==> src/rtl/nfca_rx_session_ctrl.sv <==
// NFC-A PICC->PCD receive session sequencer: holds/releases the RX parser, runs the response
// timeout, forwards parsed bytes, checks CRC_A and reports one status per session.
module nfca_rx_session_ctrl #(
    parameter int unsigned TIMEOUT_W      = 20,
    parameter int unsigned TIMEOUT_CYCLES = 400000,
    parameter int unsigned MAX_BYTES      = 64
) (
    input  logic       clk,
    input  logic       rstn,
    input  logic       req_start,
    input  logic [2:0] req_remainb,
    input  logic       req_crc_en,
    input  logic       req_abort,
    input  logic       tx_done,
    output logic       rx_prs_rstn,
    output logic [2:0] rx_prs_remainb,
    input  logic       rx_tvalid,
    input  logic [7:0] rx_tdata,
    input  logic [3:0] rx_tdatab,
    input  logic       rx_tend,
    input  logic       rx_terr,
    output logic       out_tvalid,
    output logic [7:0] out_tdata,
    output logic [3:0] out_tdatab,
    output logic       busy,
    output logic       done,
    output logic [2:0] sts_code,
    output logic [6:0] sts_bytes
);

    typedef enum logic [2:0] {
        S_IDLE,
        S_WAIT_TX,
        S_LISTEN,
        S_RECV,
        S_FINISH
    } state_t;

    localparam logic [2:0] STS_OK      = 3'd0;
    localparam logic [2:0] STS_TIMEOUT = 3'd1;
    localparam logic [2:0] STS_COLL    = 3'd2;
    localparam logic [2:0] STS_PARSE   = 3'd3;
    localparam logic [2:0] STS_CRC     = 3'd4;
    localparam logic [2:0] STS_OVF     = 3'd5;
    localparam logic [2:0] STS_ABORT   = 3'd6;

    localparam logic [15:0]          CRC_INIT   = 16'h6363;
    localparam logic [15:0]          CRC_POLY   = 16'h8408;
    localparam logic [TIMEOUT_W-1:0] TIMER_LAST = TIMEOUT_W'(TIMEOUT_CYCLES - 1);
    localparam logic [6:0]           BYTES_MAX  = 7'(MAX_BYTES);
    localparam logic [6:0]           BYTES_SAT  = 7'h7F;

    state_t               state;
    logic [TIMEOUT_W-1:0] timer;
    logic [15:0]          crc;
    logic                 crc_en;
    logic                 col;

    logic       fin;
    logic [2:0] fin_code;
    logic       fwd;
    logic       take;
    logic       part;

    // Reflected CRC_A update over one byte, LSB first
    function automatic logic [15:0] crc_byte(input logic [15:0] crc_in, input logic [7:0] data);
        logic [15:0] c;
        c = crc_in;
        for (int i = 0; i < 8; i++) begin
            if (c[0] ^ data[i]) c = (c >> 1) ^ CRC_POLY;
            else                c = c >> 1;
        end
        return c;
    endfunction

    // Per-cycle event decode; abort outranks any same-cycle word or timeout
    always_comb begin
        fin      = 1'b0;
        fin_code = STS_OK;
        fwd      = 1'b0;
        take     = 1'b0;
        part     = 1'b0;
        if (state == S_WAIT_TX) begin
            if (req_abort) begin
                fin      = 1'b1;
                fin_code = STS_ABORT;
            end
        end else if (state == S_LISTEN || state == S_RECV) begin
            if (req_abort) begin
                fin      = 1'b1;
                fin_code = STS_ABORT;
            end else if (rx_tvalid) begin
                if (rx_tend) begin
                    fin = 1'b1;
                    if (rx_terr) begin
                        fwd      = (rx_tdatab != 4'd0);
                        fin_code = STS_PARSE;
                    end else if (col) begin
                        fin_code = STS_COLL;
                    end else if (crc_en && (sts_bytes < 7'd3 || crc != 16'h0000)) begin
                        fin_code = STS_CRC;
                    end else begin
                        fin_code = STS_OK;
                    end
                end else if (rx_tdatab == 4'd8) begin
                    if (sts_bytes == BYTES_MAX) begin
                        fin      = 1'b1;
                        fin_code = STS_OVF;
                    end else begin
                        fwd  = 1'b1;
                        take = 1'b1;
                    end
                end else if (rx_tdatab != 4'd0 && rx_tdatab < 4'd8) begin
                    fwd  = 1'b1;
                    part = 1'b1;
                end
            end else if (state == S_LISTEN && timer == TIMER_LAST) begin
                fin      = 1'b1;
                fin_code = STS_TIMEOUT;
            end
        end
    end

    always_ff @(posedge clk or negedge rstn) begin
        if (!rstn) begin
            state          <= S_IDLE;
            timer          <= '0;
            crc            <= CRC_INIT;
            crc_en         <= 1'b0;
            col            <= 1'b0;
            rx_prs_rstn    <= 1'b0;
            rx_prs_remainb <= 3'd0;
            out_tvalid     <= 1'b0;
            out_tdata      <= 8'd0;
            out_tdatab     <= 4'd0;
            busy           <= 1'b0;
            done           <= 1'b0;
            sts_code       <= 3'd0;
            sts_bytes      <= 7'd0;
        end else begin
            out_tvalid <= fwd;
            done       <= fin;
            if (fwd) begin
                out_tdata  <= rx_tdata;
                out_tdatab <= rx_tdatab;
            end
            if (take) begin
                crc <= crc_byte(crc, rx_tdata);
                if (sts_bytes != BYTES_SAT) sts_bytes <= sts_bytes + 7'd1;
            end
            if (part) col <= 1'b1;
            if (fin) begin
                state       <= S_FINISH;
                sts_code    <= fin_code;
                rx_prs_rstn <= 1'b0;
            end else begin
                case (state)
                    S_IDLE: begin
                        if (req_start) begin
                            state          <= S_WAIT_TX;
                            busy           <= 1'b1;
                            rx_prs_remainb <= req_remainb;
                            crc_en         <= req_crc_en;
                            crc            <= CRC_INIT;
                            sts_bytes      <= 7'd0;
                            col            <= 1'b0;
                        end
                    end
                    S_WAIT_TX: begin
                        if (tx_done) begin
                            state       <= S_LISTEN;
                            rx_prs_rstn <= 1'b1;
                            timer       <= '0;
                        end
                    end
                    S_LISTEN: begin
                        timer <= timer + TIMEOUT_W'(1);
                        if (rx_tvalid) state <= S_RECV;
                    end
                    S_RECV: begin
                    end
                    S_FINISH: begin
                        state <= S_IDLE;
                        busy  <= 1'b0;
                    end
                    default: begin
                        state       <= S_IDLE;
                        busy        <= 1'b0;
                        rx_prs_rstn <= 1'b0;
                    end
                endcase
            end
        end
    end

endmodule

==> config.mk <==
export PLATFORM = sky130hd
export DESIGN_NAME = nfca_rx_session_ctrl
export DESIGN_NICKNAME = d
export VERILOG_FILES = /design/src/rtl/nfca_rx_session_ctrl.sv
export SDC_FILE = /design/constraint.sdc
export NUM_CORES = 1
export LEC_CHECK = 0
export CAP_MARGIN = 20
export CELL_PAD_IN_SITES_DETAIL_PLACEMENT = 1
export CELL_PAD_IN_SITES_GLOBAL_PLACEMENT = 1
export CORE_ASPECT_RATIO = 0.8
export CORE_UTILIZATION = 25
export CTS_CLUSTER_SIZE = 40
export DETAILED_ROUTE_END_ITERATION = 12
export PLACE_DENSITY_LB_ADDON = 0.1
export SLEW_MARGIN = 10
export SYNTH_ARGS = -nofsm -noshare
export SYNTH_HDL_FRONTEND = slang
export SYNTH_SLANG_ARGS = --single-unit
==> constraint.sdc <==
create_clock -name clk -period 4.4 [get_ports clk]
set_input_delay 0.88 -clock clk [delete_from_list [all_inputs] [get_ports clk]]
set_output_delay 0.88 -clock clk [all_outputs]
set_load 0.005 [all_outputs]
==> impl_results.md <==
* Setup_tns at 0 ns
* Initial antenna violation count at 0
* Initial Utilization at 0.256
* Synth Flop Type: dfrtp_1
* Post-Syn Instances at between 300 and 400
* F_max at between 300 and 400 MHz
* Final GP Congestion at roughly 0.73
* Dpl ws at approximately 1.1 ns
* Hold Slack at roughly 0.48 ns
* Seq cells post-synth at 70
* Max clock buf depth at 2
* Std-Cell Rows at 39
* Vias in the first global route at between 3000 and 4000
* PortBufs at 52
* Gate power share at 0.223
* Req. time, crit path at about 4.6 ns
* Crit Reg-Reg Startpoint: sts_bytes[3]$_DFF_PN0_
* Final Instance Area at 4680 um^2
* Maximum vdd drop at 0.202 mV
* Most common cell after layout, fill and taps aside: dfrtp_1
* Post-route insts no fill at slightly above 600
* Layout Utilization at 0.328
* Clock share of power at 0.386
* CTS Sinks at 70
* CP Class: primary input to flip-flop
* # hold bufs at CTS at 0
* Filler cells at approximately 1600
* Clk_lat worst skew at around 0.34 ns
* Iteration-0 DRC Markers at about 160
* Final #Nets at around 450
* Setup Fix Bufs, Post-CTS at 0
* Setup-failing EPs final at 0
* I/O pin cnt at 53
* Crit. End Element: flip-flop
* Placed Instances at 597
* Global-route wire length before repair at ~17000 um
* Synth Cell Area at about 3700 um^2
* Antenna-violating nets left at 0
* Die height at 110 um
* Htree depth at 3
* Vias at slightly below 3000
* Switching share of power at 0.278
* Pin count of the biggest net entering global routing at 31
* Die width at 137 um
* Syn-to-layout area delta at 28.0%
* Via/cell ratio at ~5
* Register area share after synthesis at 0.482
* # resized after CTS at 0
* Psw at approximately 0.57 mW
* Internal Power at roughly 1.5 mW
* Asr flop ratio synth at 1.00
* Crit start category: primary input
* Detailed placement HPWL at between 7000 and 8000 um
* Drt wl/cell at about 17 um
* Final WS setup at roughly 1.5 ns
* Most frequent cells in the layout: dfrtp_1, clkdlybuf4s50_1, nand2_1
* Setup repair after global routing missed its margin: no
* Total GRT Usage at 0.151
* Library cells used by synthesis at roughly 50
* Status: completed
* Overflow after GRT at 0
* Syn. warnings at 0
* Total CTS buffers at 9
* Worst-Margin Slew at about 0.86 ns
* Core footprint at 14300 um^2
* Clock-pin slew on the worst setup and hold paths at around 0.06 ns
* CP startpoint: rx_tdatab[1]
* Worst Skew at ~0.0085 ns
* CTS tree: yes
* Share of layout cells above drive strength 1 at 0.112
* Die Footprint at 15100 um^2
* Relative slew margins at 0.429
* Flop pwr share at 0.392
* Routed wire length at ~10000 um
* Pleak at 1.92 nW
* Fin. Hold Viols at 0
* Worst Hold Launch: rx_prs_remainb[2]$_DFFE_PN0P_
* Register-to-Register Path Depth at 5
* Final Cycle Share at 0.667
* Synthesized Nets at between 300 and 400
* Power per Cell Area at ~440 nW/um^2
* Worst min-delay path class: flip-flop to flip-flop
* Final Power at 2.06 mW
* Post-route minimum period at between 2 and 3 ns
* Area after DPL at 4370 um^2
* DRT Pass-1 Iters at 4
* Root Buffer: clkbuf_16
* Syn Area/Cell at between 9 and 10 um^2
* CP arrival at 3.16 ns
* Crit path max fanout at 30
* Max_cap viols at 0
* DRC viols at 0
* Hold depth at 2
* N_diodes at 0
* EDFF count, synth at 0
* Slew Viols, Final at 0
## state kept, by name, indices dropped and copies added, names as in the netlist
register	flops
timer	20
crc	16
out_tdata	8
sts_bytes	7
out_tdatab	4
rx_prs_remainb	3
state	3
sts_code	3
busy	1
col	1
crc_en	1
done	1
out_tvalid	1
rx_prs_rstn	1
## routing by layer
layer | global-route usage | vias to the layer above | routed length, um
li1 | - | 1458 | -
met1 | 0.225 | 1462 | 5720
met2 | 0.205 | 52 | 4060
met3 | 0.0466 | 8 | 406
met4 | 0.0447 | 0 | 112
met5 | 0 | - | 0
## worst max-delay path, stage by stage
cell and delay (ns):
clkdlybuf4s50_1 0.44, or3_1 0.45, o41ai_4 0.50, a22o_4 0.39, or3_1 0.17, mux2_2 0.33
## final cells by class
| class | instances | area (um^2) | area share |
|---|---|---|---|
| multi-input combinational | 279 | 1790 | 0.382 |
| inverter | 6 | 22.5 | 0.00481 |
| sequential | 70 | 1760 | 0.376 |
| timing repair buffer | 58 | 564 | 0.120 |
| clock inverter | 4 | 70.1 | 0.0150 |
| clock buffer | 12 | 246 | 0.0526 |
| tap | 184 | 230 | 0.0491 |
## worst paths after layout
kind | end | slack (ns)
min in group asynchronous | out_tdata[1]$_DFFE_PN0P_ | 0.50
setup / recovery | timer[18]$_DFFE_PN0P_ | 1.46
setup reg to reg | timer[18]$_DFFE_PN0P_ | 1.80
hold reg to reg | rx_prs_remainb[2]$_DFFE_PN0P_ | 0.48
hold / removal | rx_prs_remainb[2]$_DFFE_PN0P_ | 0.48
max in group asynchronous | timer[12]$_DFFE_PN0P_ | 3.09
## power by group through the flow
stage / Clock (mW) / Combinational [mW] / Sequential [mW]
after floorplan: 0 / 0.221 / 0.800
after global placement: 0 / 0.459 / 0.820
after detailed placement: 0 / 0.469 / 0.820
after CTS: 0.824 / 0.471 / 0.811
after global routing: 0.848 / 0.516 / 0.824
final: 0.794 / 0.459 / 0.806
## cell usage after synthesis (2+ instances only)
cell | count | share of area
a211oi_1 | 5 | 0.010
a21o_1 | 2 | 0.0041
a21oi_1 | 23 | 0.031
a22o_1 | 2 | 0.0048
and2_1 | 7 | 0.012
and3_1 | 4 | 0.0068
buf_2 | 2 | 0.0027
buf_8 | 2 | 0.0082
clkbuf_1 | 11 | 0.011
dfrtp_1 | 62 | 0.42
dfstp_2 | 8 | 0.057
ha_1 | 3 | 0.010
inv_1 | 6 | 0.0062
mux2_2 | 13 | 0.040
nand2_1 | 46 | 0.047
nand2b_1 | 3 | 0.0051
nand3_1 | 11 | 0.015
nand4_1 | 8 | 0.014
nor2_1 | 26 | 0.027
nor2b_1 | 5 | 0.0085
nor3_1 | 6 | 0.0082
nor4_1 | 7 | 0.012
o2111ai_1 | 2 | 0.0048
o211ai_1 | 9 | 0.018
o21ai_0 | 12 | 0.016
o21ai_1 | 4 | 0.0055
o31ai_1 | 19 | 0.039
or2_2 | 2 | 0.0034
or3_1 | 4 | 0.0068
or4_1 | 9 | 0.018
xnor2_1 | 17 | 0.041
xor2_1 | 14 | 0.034
## kinds of logic (layout without fill, tap and decap cells)
| logic type | count (synthesis) | in the layout | synth area share |
|---|---|---|---|
| AOI/OAI and AO/OA | 88 | 88 | 0.165 |
| xor gates and xnor gates | 31 | 31 | 0.0742 |
| adders and majority gates | 3 | 3 | 0.0103 |
| buffers and inverters | 22 | 80 | 0.0294 |
| DFF | 70 | 70 | 0.482 |
| muxes | 13 | 13 | 0.0400 |
| and+or+nand+nor | 144 | 144 | 0.200 |
Power figures use the tool's default switching activity.
